--- src/rtl/pe_mac_sequencer.sv ---
// Operand sequencer for the PE MAC: issues one (act, weight, psum) triple per cycle for a
// stride-1 1-D row convolution and writes finished psums back into the psum spad.
//   state   | meaning
//   S_IDLE  | waiting for start; spads writable
//   S_RUN   | one MAC issue per cycle
//   S_DRAIN | last psum writeback
//   S_DONE  | one-cycle done pulse
module pe_mac_sequencer #(
  parameter int IN_BITWIDTH  = 16,
  parameter int OUT_BITWIDTH = 32,
  parameter int ACT_DEPTH    = 16,
  parameter int FILT_DEPTH   = 8,
  parameter int PSUM_DEPTH   = 16
) (
  input  logic                            i_clk,
  input  logic                            i_reset,
  input  logic                            i_act_wr_en,
  input  logic [$clog2(ACT_DEPTH)-1:0]    i_act_wr_addr,
  input  logic [IN_BITWIDTH-1:0]          i_act_wr_data,
  input  logic                            i_filt_wr_en,
  input  logic [$clog2(FILT_DEPTH)-1:0]   i_filt_wr_addr,
  input  logic [IN_BITWIDTH-1:0]          i_filt_wr_data,
  input  logic                            i_psum_wr_en,
  input  logic [$clog2(PSUM_DEPTH)-1:0]   i_psum_wr_addr,
  input  logic [IN_BITWIDTH-1:0]          i_psum_wr_data,
  input  logic [$clog2(PSUM_DEPTH)-1:0]   i_psum_rd_addr,
  output logic [IN_BITWIDTH-1:0]          o_psum_rd_data,
  input  logic                            i_start,
  input  logic [$clog2(FILT_DEPTH):0]     i_filt_len,
  input  logic [$clog2(PSUM_DEPTH):0]     i_num_psum,
  output logic                            o_busy,
  output logic                            o_done,
  output logic                            o_cfg_err,
  output logic [IN_BITWIDTH-1:0]          o_mac_a,
  output logic [IN_BITWIDTH-1:0]          o_mac_w,
  output logic [IN_BITWIDTH-1:0]          o_mac_sum,
  output logic                            o_mac_en,
  input  logic [OUT_BITWIDTH-1:0]         i_mac_out
);
  localparam int AAW = $clog2(ACT_DEPTH);
  localparam int FAW = $clog2(FILT_DEPTH);
  localparam int PAW = $clog2(PSUM_DEPTH);

  typedef enum logic [1:0] {S_IDLE, S_RUN, S_DRAIN, S_DONE} state_t;
  state_t r_state, w_next_state;

  logic [IN_BITWIDTH-1:0] r_act  [ACT_DEPTH];
  logic [IN_BITWIDTH-1:0] r_filt [FILT_DEPTH];
  logic [IN_BITWIDTH-1:0] r_psum [PSUM_DEPTH];

  logic [FAW:0]           r_filt_len;
  logic [PAW:0]           r_num_psum;
  logic [PAW-1:0]         r_p, r_wb_addr;
  logic [FAW-1:0]         r_k;
  logic                   r_wb_pend, r_cfg_err;
  logic [IN_BITWIDTH-1:0] r_hold_a, r_hold_w, r_hold_sum;

  int                     w_fl, w_np;
  logic                   w_cfg_ok, w_k_last, w_p_last, w_busy, w_issue;
  logic [AAW:0]           w_act_idx;
  logic [IN_BITWIDTH-1:0] w_mac_lo, w_live_a, w_live_w, w_live_sum;
  logic                   w_unused_mac_hi;

  assign w_fl     = int'(i_filt_len);
  assign w_np     = int'(i_num_psum);
  assign w_cfg_ok = (w_fl != 0) && (w_np != 0) && (w_np <= PSUM_DEPTH) &&
                    (w_fl <= FILT_DEPTH) && (w_fl + w_np - 1 <= ACT_DEPTH);
  assign w_k_last = (int'(r_k) == int'(r_filt_len) - 1);
  assign w_p_last = (int'(r_p) == int'(r_num_psum) - 1);
  assign w_act_idx = (AAW+1)'(r_p) + (AAW+1)'(r_k);
  assign w_mac_lo  = i_mac_out[IN_BITWIDTH-1:0];
  assign w_unused_mac_hi = ^i_mac_out[OUT_BITWIDTH-1:IN_BITWIDTH];
  assign o_psum_rd_data  = r_psum[i_psum_rd_addr];
  assign o_cfg_err       = r_cfg_err;

  always_ff @(posedge i_clk) begin
    if (i_reset) r_state <= S_IDLE;
    else         r_state <= w_next_state;
  end

  always_comb begin
    w_next_state = r_state;
    case (r_state)
      S_IDLE:  if (i_start && w_cfg_ok) w_next_state = S_RUN;
      S_RUN:   if (w_k_last && w_p_last) w_next_state = S_DRAIN;
      S_DRAIN: w_next_state = S_DONE;
      S_DONE:  w_next_state = S_IDLE;
      default: w_next_state = S_IDLE;
    endcase
  end

  always_comb begin
    w_busy     = 1'b0;
    w_issue    = 1'b0;
    o_done     = 1'b0;
    w_live_a   = r_act[w_act_idx[AAW-1:0]];
    w_live_w   = r_filt[r_k];
    // first tap of an output seeds from the spad, later taps chain the MAC result
    w_live_sum = (r_k == '0) ? r_psum[r_p] : w_mac_lo;
    case (r_state)
      S_RUN:   begin w_busy = 1'b1; w_issue = 1'b1; end
      S_DRAIN: w_busy = 1'b1;
      S_DONE:  o_done = 1'b1;
      default: ;
    endcase
    o_busy    = w_busy;
    o_mac_en  = w_issue;
    o_mac_a   = w_issue ? w_live_a   : r_hold_a;
    o_mac_w   = w_issue ? w_live_w   : r_hold_w;
    o_mac_sum = w_issue ? w_live_sum : r_hold_sum;
  end

  always_ff @(posedge i_clk) begin
    if (i_reset) begin
      r_filt_len <= '0;
      r_num_psum <= '0;
      r_p        <= '0;
      r_k        <= '0;
      r_wb_pend  <= 1'b0;
      r_wb_addr  <= '0;
      r_cfg_err  <= 1'b0;
      r_hold_a   <= '0;
      r_hold_w   <= '0;
      r_hold_sum <= '0;
    end else begin
      r_cfg_err <= (r_state == S_IDLE) && i_start && !w_cfg_ok;
      r_wb_pend <= 1'b0;
      if (r_state == S_IDLE && i_start && w_cfg_ok) begin
        r_filt_len <= i_filt_len;
        r_num_psum <= i_num_psum;
        r_p        <= '0;
        r_k        <= '0;
      end
      if (w_issue) begin
        r_hold_a   <= w_live_a;
        r_hold_w   <= w_live_w;
        r_hold_sum <= w_live_sum;
        if (w_k_last) begin
          r_k       <= '0;
          r_p       <= r_p + 1'b1;
          r_wb_pend <= 1'b1;
          r_wb_addr <= r_p;
        end else begin
          r_k <= r_k + 1'b1;
        end
      end
    end
  end

  // the finished sum appears on mac_out one cycle after its last tap was issued
  always_ff @(posedge i_clk) begin
    if (!w_busy) begin
      if (i_act_wr_en)  r_act[i_act_wr_addr]   <= i_act_wr_data;
      if (i_filt_wr_en) r_filt[i_filt_wr_addr] <= i_filt_wr_data;
      if (i_psum_wr_en) r_psum[i_psum_wr_addr] <= i_psum_wr_data;
    end else if (r_wb_pend && !i_reset) begin
      r_psum[r_wb_addr] <= w_mac_lo;
    end
  end
endmodule

--- config.mk ---
export PLATFORM = sky130hd
export DESIGN_NAME = pe_mac_sequencer
export DESIGN_NICKNAME = d
export VERILOG_FILES = /design/src/rtl/pe_mac_sequencer.sv
export SDC_FILE = /design/constraint.sdc
export NUM_CORES = 1
export LEC_CHECK = 0
export ABC_CLOCK_PERIOD_IN_PS = 4700
export CELL_PAD_IN_SITES_DETAIL_PLACEMENT = 0
export CELL_PAD_IN_SITES_GLOBAL_PLACEMENT = 1
export CORE_MARGIN = 1
export CORE_UTILIZATION = 40
export DETAILED_ROUTE_END_ITERATION = 7
export PLACE_DENSITY_LB_ADDON = 0.1
export SLEW_MARGIN = 5
export SYNTH_ARGS = -nofsm -noshare
export SYNTH_HDL_FRONTEND = slang
export SYNTH_SLANG_ARGS = --single-unit
--- constraint.sdc ---
create_clock -name i_clk -period 4.7 [get_ports i_clk]
set_input_delay 0.705 -clock i_clk [delete_from_list [all_inputs] [get_ports i_clk]]
set_output_delay 0.705 -clock i_clk [all_outputs]
set_load 0.02 [all_outputs]
==> metrics.txt, run 1 <==
Seq cells post-synth just over 700; Starting Density 0.405; final net count 1872; DR DRC count 0; P_leak ~12 nW; CP Buf/Inv Count 4; clock sink count between 700 and 800; Clock Tree Buf Depth 3; combinational power share 0.088; Critical Path Fanout Max 32; die height 277 um; drt initial violations approximately 1100; Die X-Extent about 280 um; hold slack about 0.50 ns; largest cells by area after synthesis edfxtp_1, mux4_2, dfxtp_1; clock power share 0.422; Peak Freq around 220 MHz; post-placement cell area approximately 33000 sq um; global routing usage on met2 0.322; Congestion Overflow GR 0; GRT busiest layer met2; area delta synth->final 19.4%; pin count of the biggest net entering global routing between 70 and 80; yosys warns 0; Syn Area/Cell about 20 sq um; Hold Crit Class reg -> reg; Final period util 0.975; CP max stage delay 0.61 ns; hpwl dp roughly 44000 um; Slew HR 0.256; GRT Total Usage 0.197; Crit path required time 3.99 ns; via count between 15000 and 20000; Peak supply drop 0.294 mV; initial antenna violation count 3; first-pass GRT wire length ~110000 um; clk_skew roughly 0.018 ns; most frequent cells in the layout edfxtp_1, mux4_2, clkdlybuf4s50_1, clkbuf_16, dfxtp_1; Final Cell Area 36000 sq um; H-tree depth 3; Final GP Congestion 0.748; Internal Pwr Total approximately 11 mW; GRT met3 Usage 0.0337; power consumption between 10 and 15 mW; actual slew at the worst max-slew pin between 1 and 1.5 ns; CP arrival roughly 3.9 ns; Routed WL 74000 um; cell mode on critical path mux4_2; status finished clean; PortBufs about 160; DIE AREA approximately 76000 sq um; Routed wire per std cell 26.7 um; sequential area share after synthesis 0.687; Critical Path Start Type flop; RSZ-0062 raised after global routing no; fin worst setup slack 0.115 ns; Max Slew Vio Count 0; drt via density roughly 5.6; Yosys top cell area share 0.638; minimum clock period ~4.6 ns; core area about 74000 sq um; Non-Filler Instances 2772; Distinct cells, synth 54; placed cell count roughly 2600; switching part of the total 0.224; Hold-fix buffers, CTS 0; drt first pass iters 5; CP delay by family, top multiplexers; met1 GRT Util 0.273; num rows 100; Setup TNS Final 0 ns; Net Sw Power about 3.3 mW; Yosys top cell by area edfxtp_1; CTS tree built; top_reg_cell synth edfxtp_1; EDFF count, synth 640; Core Util, Final 0.484; remaining antenna violation count 0; vias in the first global route around 16000; most common cell after layout, fill and taps aside edfxtp_1; Ports about 180; CTS Buf Count 79; kind of critical path reg -> out; sequential power share 0.490; final setup fails 0; CP Capture Type primary output; pre-CTS setup slack roughly 0.55 ns; share of cells above drive strength 1 0.301; Max stage delay cell, worst path fa_2; syn_nets around 1600; crit-path cells ha_4 > inv_1 > fa_2 > buf_12 > buf_16 > mux4_2 > mux4_2 > mux2_2 > clkdlybuf4s50_1; root buffer selected by CTS clkbuf_16; Hold Violations, Final 0; Cell Area, Synth 30100 sq um; clock-pin slew on the worst setup and hold paths roughly 0.060 ns; Pwr Density around 400 nW/um^2; Syn Inst Count 1510; max_cap viols 0; clk_lat worst skew slightly above 0.6 ns; ys async rst share 0
## worst register-to-register path: stages, from the launching register on
cell and delay [ns]:
dfxtp_1 0.42, inv_1 0.09, ha_1 0.43, nand3_2 0.44
buf_4 0.39, nor3b_1 0.24, a31oi_1 0.15, nor2_2 0.46
buf_4 0.39
## metal layers
layer  wire length, um  share of wire  vias up
met2             36700           0.50      379
met3              3590          0.049      104
li1                  -              -     6697
met5                26        0.00035        -
met4              1580          0.021        4
met1             32200           0.43     8238
## cells in the mapped netlist, drive strengths merged (3+ instances only)
cell type	number
nand2	40
and2	48
mux2	34
xnor2	7
o31ai	3
o21a	4
ha	22
nor4	4
a21oi	35
nand2b	8
buf	38
or3b	3
clkbuf	47
nor2b	3
nor2	79
mux4	272
nand3	5
o21ai	4
xor2	3
o22ai	3
inv	36
mux2i	48
nor3	15
a31oi	5
dfxtp	75
edfxtp	640
## power by group through the flow
stage,combinational [mW],sequential [mW],clock [mW]
2_1_floorplan,0.738,7.22,0
3_3_place_gp,1.29,7.24,0
3_5_place_dp,1.30,7.24,0
4_1_cts,1.31,7.11,6.29
5_1_grt,1.38,7.12,6.51
6_report,1.28,7.11,6.13
## area by class of cell
class,count,area [sq um]
fill,6097,38400
sequential,715,20700
multi-input combinational,673,9080
timing repair buffer,232,2280
clock buffer,108,2150
tap,969,1210
clock inverter,37,419
inverter,37,139
antenna,1,2.50
## logic make-up (layout without fill, tap and decap cells)
family,after synthesis,after routing,share of synthesized area
mux,354,354,0.232
flops,715,715,0.687
other cells,0,1,0
compound gates,69,69,0.0143
simple gates,216,216,0.0349
buf+inv,122,414,0.0182
xor+xnor,10,10,0.00291
fa+ha+maj,24,24,0.0105
## worst paths after layout
check / from / end / slack, ns / cells after the start
min reg2reg: r_num_psum[4]$_SDFFE_PP0P_ / r_num_psum[4]$_SDFFE_PP0P_ / 0.50 / 2
max: r_k[0]$_SDFFE_PP0N_ / o_mac_a[0] / 0.12 / 9
max reg2reg: r_state[0]$_SDFFE_PP0P_ / r_psum[14][3]$_DFFE_PP_ / 1.36 / 8
min: r_num_psum[4]$_SDFFE_PP0P_ / r_num_psum[4]$_SDFFE_PP0P_ / 0.50 / 2
## repair_timing
action	CTS	global route
resized for setup	3	0
setup endpoints to repair	16	0
buffers inserted	1	0
## flip-flops by register name, indices dropped and copies added (netlist names), named ones only
name	flops
r_num_psum	5
r_wb_pend	1
r_state	2
r_hold_w	16
r_k	3
r_filt	128
r_hold_a	16
r_wb_addr	4
r_filt_len	4
r_psum	256
r_hold_sum	16
o_cfg_err	1
r_p	4
r_act	256
Note: power is estimated with default switching activity, not from simulation.
==> run 2, diff against run 1 <==
SLEW_MARGIN = 20   (was 5)
==> run 2 against run 1 <==
  * Via count decreased by 0.29%
  * Final cell count unchanged
  * First-iteration DRC count grew 13%
  * Global-route usage rose by 0.057 points
  * Clock skew rose by 0.0058 ns
  * Sequential cell count unchanged
  * Routed wire length increased by 0.50%
  * Die area did not move
  * Critical path depth did not move
  * Worst setup slack improved by 0.020 ns
  * Register-to-register slack hardly changed
  * Highest routed layer unchanged
==> metrics.txt, run 2 (same netlist as run 1, synthesis figures left out) <==
hpwl dp 43600 um (+0.23%); pin count of the biggest net entering global routing 71 (unchanged); RR Endpoint r_psum[14][3]$_DFFE_PP_; Final period util 0.971 (-0.00433); GRT Total Usage 0.198 (+0.000568); Hold-fix buffers, CTS 0 (unchanged); CP arrival 3.86 ns (-0.02 ns); CP Capture Type primary output; biggest regs r_act x256, r_psum x256, r_filt x128; Final Cell Area 36000 sq um (-0.10%); Crit path required time 3.99 ns (about the same); core area 74400 sq um (unchanged); Slew HR 0.291 (+0.0348); status finished clean; CP max stage delay 0.62 ns (about the same); multi-input logic area 9080 sq um (unchanged); max_cap viols 0 (unchanged); root buffer selected by CTS clkbuf_16; num rows 100 (unchanged); CTS Buf Count 78 (-1.3%); CP delay by family, top multiplexers; Ports 178 (unchanged); drt first pass iters 7 (+2); drt initial violations 1233 (+13%); minimum clock period 4.56 ns (-0.0203 ns); Die X-Extent 277 um (unchanged); RSZ-0062 raised after global routing no; FF-to-FF path depth 8 (unchanged); most frequent cells in the layout edfxtp_1, mux4_2, clkdlybuf4s50_1, clkbuf_16, dfxtp_1; most common cell after layout, fill and taps aside edfxtp_1; Peak Freq 219 MHz (+0.45%); H-tree depth 3 (unchanged); Clock Tree Buf Depth 3 (unchanged); clk_skew 0.0235 ns (+0.00579 ns); Max stage delay cell, worst path fa_2; clk_lat worst skew 0.63 ns (about the same); via count 15400 (-0.29%); Final GP Congestion 0.748 (unchanged); kind of critical path reg -> out; Critical Path Start Type flop; Critical Path Fanout Max 32 (unchanged); post-placement cell area 33400 sq um (about the same); PortBufs 161 (unchanged); Routed wire per std cell 26.8 um (+0.50%); first-pass GRT wire length 110000 um (about the same); Hold Violations, Final 0 (unchanged); Congestion Overflow GR 0 (unchanged); Core Util, Final 0.483 (-0.000505); crit-path cells ha_4 > inv_1 > fa_2 > buf_12 > buf_16 > mux4_2 > mux4_2 > mux2_2 > clkdlybuf4s50_1; WHS Path Cells 2 (unchanged); Routed WL 74400 um (+0.50%); Hold Crit Class reg -> reg; Pwr Density 399 nW/um^2 (-1.0%); actual slew at the worst max-slew pin 1.06 ns (-0.0501 ns); clock sink count 715 (unchanged); Peak supply drop 0.272 mV (-7.4%); pre-CTS setup slack 0.537 ns (-0.0115 ns); CTS tree built; P_leak 11.7 nW (+1.2%); Starting Density 0.405 (unchanged); FF-to-FF Start r_state[0]$_SDFFE_PP0P_; final setup fails 0 (unchanged); initial antenna violation count 3 (unchanged); area delta synth->final 19.3%; R2R Setup Slk 1.36 ns (about the same); drt via density 5.55 (-0.29%); fin worst setup slack 0.136 ns (+0.0203 ns); share of cells above drive strength 1 0.305 (+0.00333); vias in the first global route 16200 (-0.50%); DIE AREA 76500 sq um (unchanged); Setup TNS Final 0 ns (unchanged); DR DRC count 0 (unchanged); clock-pin slew on the worst setup and hold paths 0.06 ns (about the same); FF+latch area 20700 sq um (unchanged); CP Buf/Inv Count 4 (unchanged); hold path start r_num_psum[4]$_SDFFE_PP0P_; final net count 1872 (unchanged); fill count 6116 (+0.31%); remaining antenna violation count 0 (unchanged); hold path endpoint r_num_psum[4]$_SDFFE_PP0P_; die height 277 um (unchanged); cell mode on critical path mux4_2; Max Slew Vio Count 0 (unchanged)
[run 2: worst max path at each step]
stage	startpoint	end	slack [ns]	cells after the start
detailed placement	r_k[0]$_SDFFE_PP0N_	o_mac_a[13]	0.54	8
CTS	r_k[0]$_SDFFE_PP0N_	o_mac_a[9]	0.03	9
finish	r_k[0]$_SDFFE_PP0N_	o_mac_a[6]	0.14	9
global route	r_k[0]$_SDFFE_PP0N_	o_mac_a[6]	0.01	9
floorplan	r_p[1]$_SDFF_PP0_	o_mac_a[0]	0.79	10
global placement	r_k[0]$_SDFFE_PP0N_	o_mac_a[13]	0.56	8
[run 2: area by class of cell]
cell class | instances | area share
multi-input cells | 673 | 0.253
inverters | 37 | 0.00386
well taps | 969 | 0.0337
clock inverters | 43 | 0.0109
clock buffers | 101 | 0.0581
flip-flops and latches | 715 | 0.576
diodes | 1 | 0.0000696
repair buffers | 233 | 0.0646
[run 2: metrics by stage]
| stage | instances | hold slack [ns] | power, mW |
|---|---|---|---|
| after floorplan | 1510 | 0.446 | 7.96 |
| after global placement | 2624 | 0.481 | 8.53 |
| after detailed placement | 2625 | 0.486 | 8.55 |
| after CTS | 2771 | 0.502 | 14.5 |
| after global routing | 2772 | 0.520 | 14.8 |
| final | 2772 | 0.501 | 14.4 |
[run 2: repair_timing]
action	in CTS	in global routing
buffers inserted	1	0
setup endpoints to repair	16	8
pin swaps	1	0
cloned	1	0
gates resized for setup	3	8
[run 2: per-layer routing]
metal | wire (um) | GRT usage | up-vias | part of all wire
met3 | 3600 | 0.0358 | 101 | 0.048
li1 | - | - | 6680 | -
met2 | 36600 | 0.321 | 384 | 0.49
met5 | 21 | 0 | - | 0.00028
met4 | 1610 | 0.0560 | 4 | 0.022
met1 | 32600 | 0.274 | 8209 | 0.44
[run 2: tightest hold or removal path: stages, from the launching register on]
cell and delay, ns:
dfxtp_1 0.33, nand2_1 0.06, mux2i_1 0.05
[run 2: report_power, final]
part,switching (mW),internal [mW]
Sequential,0.0483,7.06
Clock,2.53,3.44
Combinational,0.683,0.597
==> run 3, diff against run 2 <==
CORE_UTILIZATION = 52   (was 40)
==> run 3 against run 2 <==
  * Clock power about the same
  * Design area down 0.48%
  * Critical path type unchanged
  * Die area down 23%
  * Via count about the same
  * Global-route usage up 4.1 points
  * Hold slack worse by 0.0062 ns
  * First-iteration DRC count down 5.1%
  * Utilization up 15 points
  * Sequential power about the same
  * Total power down 0.22%
  * Clock skew down 0.0071 ns
==> metrics.txt, run 3 (same netlist as run 1, synthesis figures left out) <==
status finished clean; pin count of the biggest net entering global routing 71 (unchanged); Peak Freq 219 MHz (-0.17%); Routed WL 68600 um (-7.8%); crit path launch r_k[0]$_SDFFE_PP0N_; CTS Buf Count 74 (-5.1%); H-tree depth 3 (unchanged); initial antenna violation count 2 (-1); PortBufs 161 (unchanged); first-pass GRT wire length 103000 um (-6.6%); Final GP Congestion 0.770 (+3.0%); core area 56800 sq um (-24%); hold path start r_num_psum[4]$_SDFFE_PP0P_; DIE AREA 58900 sq um (-23%); Worst path depth 9 (unchanged); met1 GRT Util 0.321 (+0.0472); remaining antenna violation count 0 (unchanged); Critical Path Start Type flop; drt via density 6.01 (+8.4%); Routed wire per std cell 26.8 um (-0.15%); die height 243 um (-12%); Ports 178 (unchanged); share of cells above drive strength 1 0.298 (-0.00627); hpwl dp 40800 um (-6.5%); clock-pin slew on the worst setup and hold paths 0.06 ns (about the same); Hold Violations, Final 0 (unchanged); clock sink count 715 (unchanged); power consumption 14.3 mW (-0.22%); Final period util 0.973 (+0.00164); FF-to-FF Start r_state[0]$_SDFFE_PP0P_; biggest regs r_act x256, r_psum x256, r_filt x128; Core Util, Final 0.630 (+0.147); crit-path cells ha_4 > inv_1 > fa_2 > buf_12 > buf_16 > mux4_2 > mux4_2 > mux2_2 > clkdlybuf4s50_1; most common cell after layout, fill and taps aside edfxtp_1; clk_skew 0.0165 ns (-0.00705 ns); final setup fails 0 (unchanged); drt initial violations 1170 (-5.1%); CP arrival 3.87 ns (about the same); RSZ-0062 raised after global routing no; FF-to-FF path depth 7 (-1); Peak supply drop 0.376 mV (+38%); max_cap viols 0 (unchanged); num rows 87 (-13%); WHS Path Cells 2 (unchanged); Critical Path Fanout Max 32 (unchanged); area delta synth->final 18.7%; clk_lat worst skew 0.62 ns (about the same); final net count 1876 (+0.21%); Hold Crit Class reg -> reg; CP max stage delay 0.62 ns (about the same); multi-input logic area 9060 sq um (-0.25%); CP Capture Type primary output; FF+latch area 20700 sq um (unchanged); actual slew at the worst max-slew pin 1.06 ns (-0.00255 ns); Congestion Overflow GR 0 (unchanged); pre-CTS setup slack 0.581 ns (+0.0437 ns); global routing usage on met2 0.405 (+0.0833); kind of critical path reg -> out; CP delay by family, top multiplexers; drt first pass iters 5 (-2); Slew HR 0.291 (+0.000375); DR DRC count 0 (unchanged); Die X-Extent 243 um (-12%); GRT Total Usage 0.239 (+0.0410); most frequent cells in the layout edfxtp_1, mux4_2, clkdlybuf4s50_1, clkbuf_16, dfxtp_1; Max Slew Vio Count 0 (unchanged); Clock Tree Buf Depth 3 (unchanged); root buffer selected by CTS clkbuf_16; Final Cell Area 35800 sq um (-0.48%); post-placement cell area 33200 sq um (-0.52%); fin worst setup slack 0.128 ns (-0.00771 ns); CTS tree built; vias in the first global route 16200 (+0.35%); Starting Density 0.531 (+0.126); minimum clock period 4.57 ns (+0.00771 ns); R2R Setup Slk 1.70 ns (+0.34 ns); via count 15400 (+0.091%); CP Buf/Inv Count 4 (unchanged); GRT met3 Usage 0.0390 (+0.00320); cell mode on critical path mux4_2; Pwr Density 400 nW/um^2 (+0.26%); Crit path required time 3.99 ns (about the same); GRT busiest layer met2; fill count 4017 (-34%); Max stage delay cell, worst path fa_2; P_leak 11.6 nW (-0.87%)
==> run 3: changes by cell type in the layout (fill, tap and decap cells not counted), sizes merged, moves of 2 or more <==
cell / previous run / this run
buf: 74 / 82
dlymetal6s2s: 8 / 0
bufinv: 5 / 7
clkdlybuf4s50: 151 / 159
clkbuf: 101 / 105
clkinv: 32 / 21
==> run 3: worst paths after layout <==
kind                                end
max                          o_mac_a[4]
min          r_num_psum[4]$_SDFFE_PP0P_
max reg2reg      r_psum[4][8]$_DFFE_PP_
min reg2reg  r_num_psum[4]$_SDFFE_PP0P_
==> run 3: routing by layer <==
layer	share of wire	vias to the layer above
li1	-	6713
met4	0.018	4
met3	0.053	89
met2	0.51	408
met1	0.41	8178
met5	0.00038	-
==> run 3: report_power, final <==
group	internal, mW	switching (mW)
logic	0.605	0.672
clock network	3.53	2.41
registers	7.06	0.0495
==> run 3: stage by stage <==
stage / std cells / TNS, ns / hold slack (ns)
6_report: 2560 / 0 / 0.495
5_1_grt: 2559 / 0 / 0.529
4_1_cts: 2558 / -0.000759 / 0.498
3_5_place_dp: 2420 / 0 / 0.491
3_3_place_gp: 2420 / 0 / 0.481
2_1_floorplan: 1510 / 0 / 0.446
==> run 3: final cells by class <==
type / count / area share
Antenna cell: 1 / 0.0000699
Clock buffer: 105 / 0.0586
Clock inverter: 32 / 0.0113
Inverter: 37 / 0.00388
Multi-Input combinational cell: 673 / 0.253
Sequential cell: 715 / 0.579
Tap cell: 756 / 0.0264
Timing Repair Buffer: 241 / 0.0676
==> run 3: repair_timing <==
| action | CTS | global route |
|---|---|---|
| endpoints found under the setup margin | 12 | 4 |
| gates resized for setup | 3 | 0 |
| buffers inserted | 0 | 1 |
| pin swaps | 0 | 1 |
| hold buffers | 0 | 0 |
| cloned | 1 | 0 |
==> run 3: worst register-to-register path: cells and delay by family, from the launching register on <==
kind            cells  cell delay [ns]
simple gates        2             0.86
buf+inv             3             0.78
flops               1             0.42
fa+ha+maj           1             0.35
compound gates      1             0.28
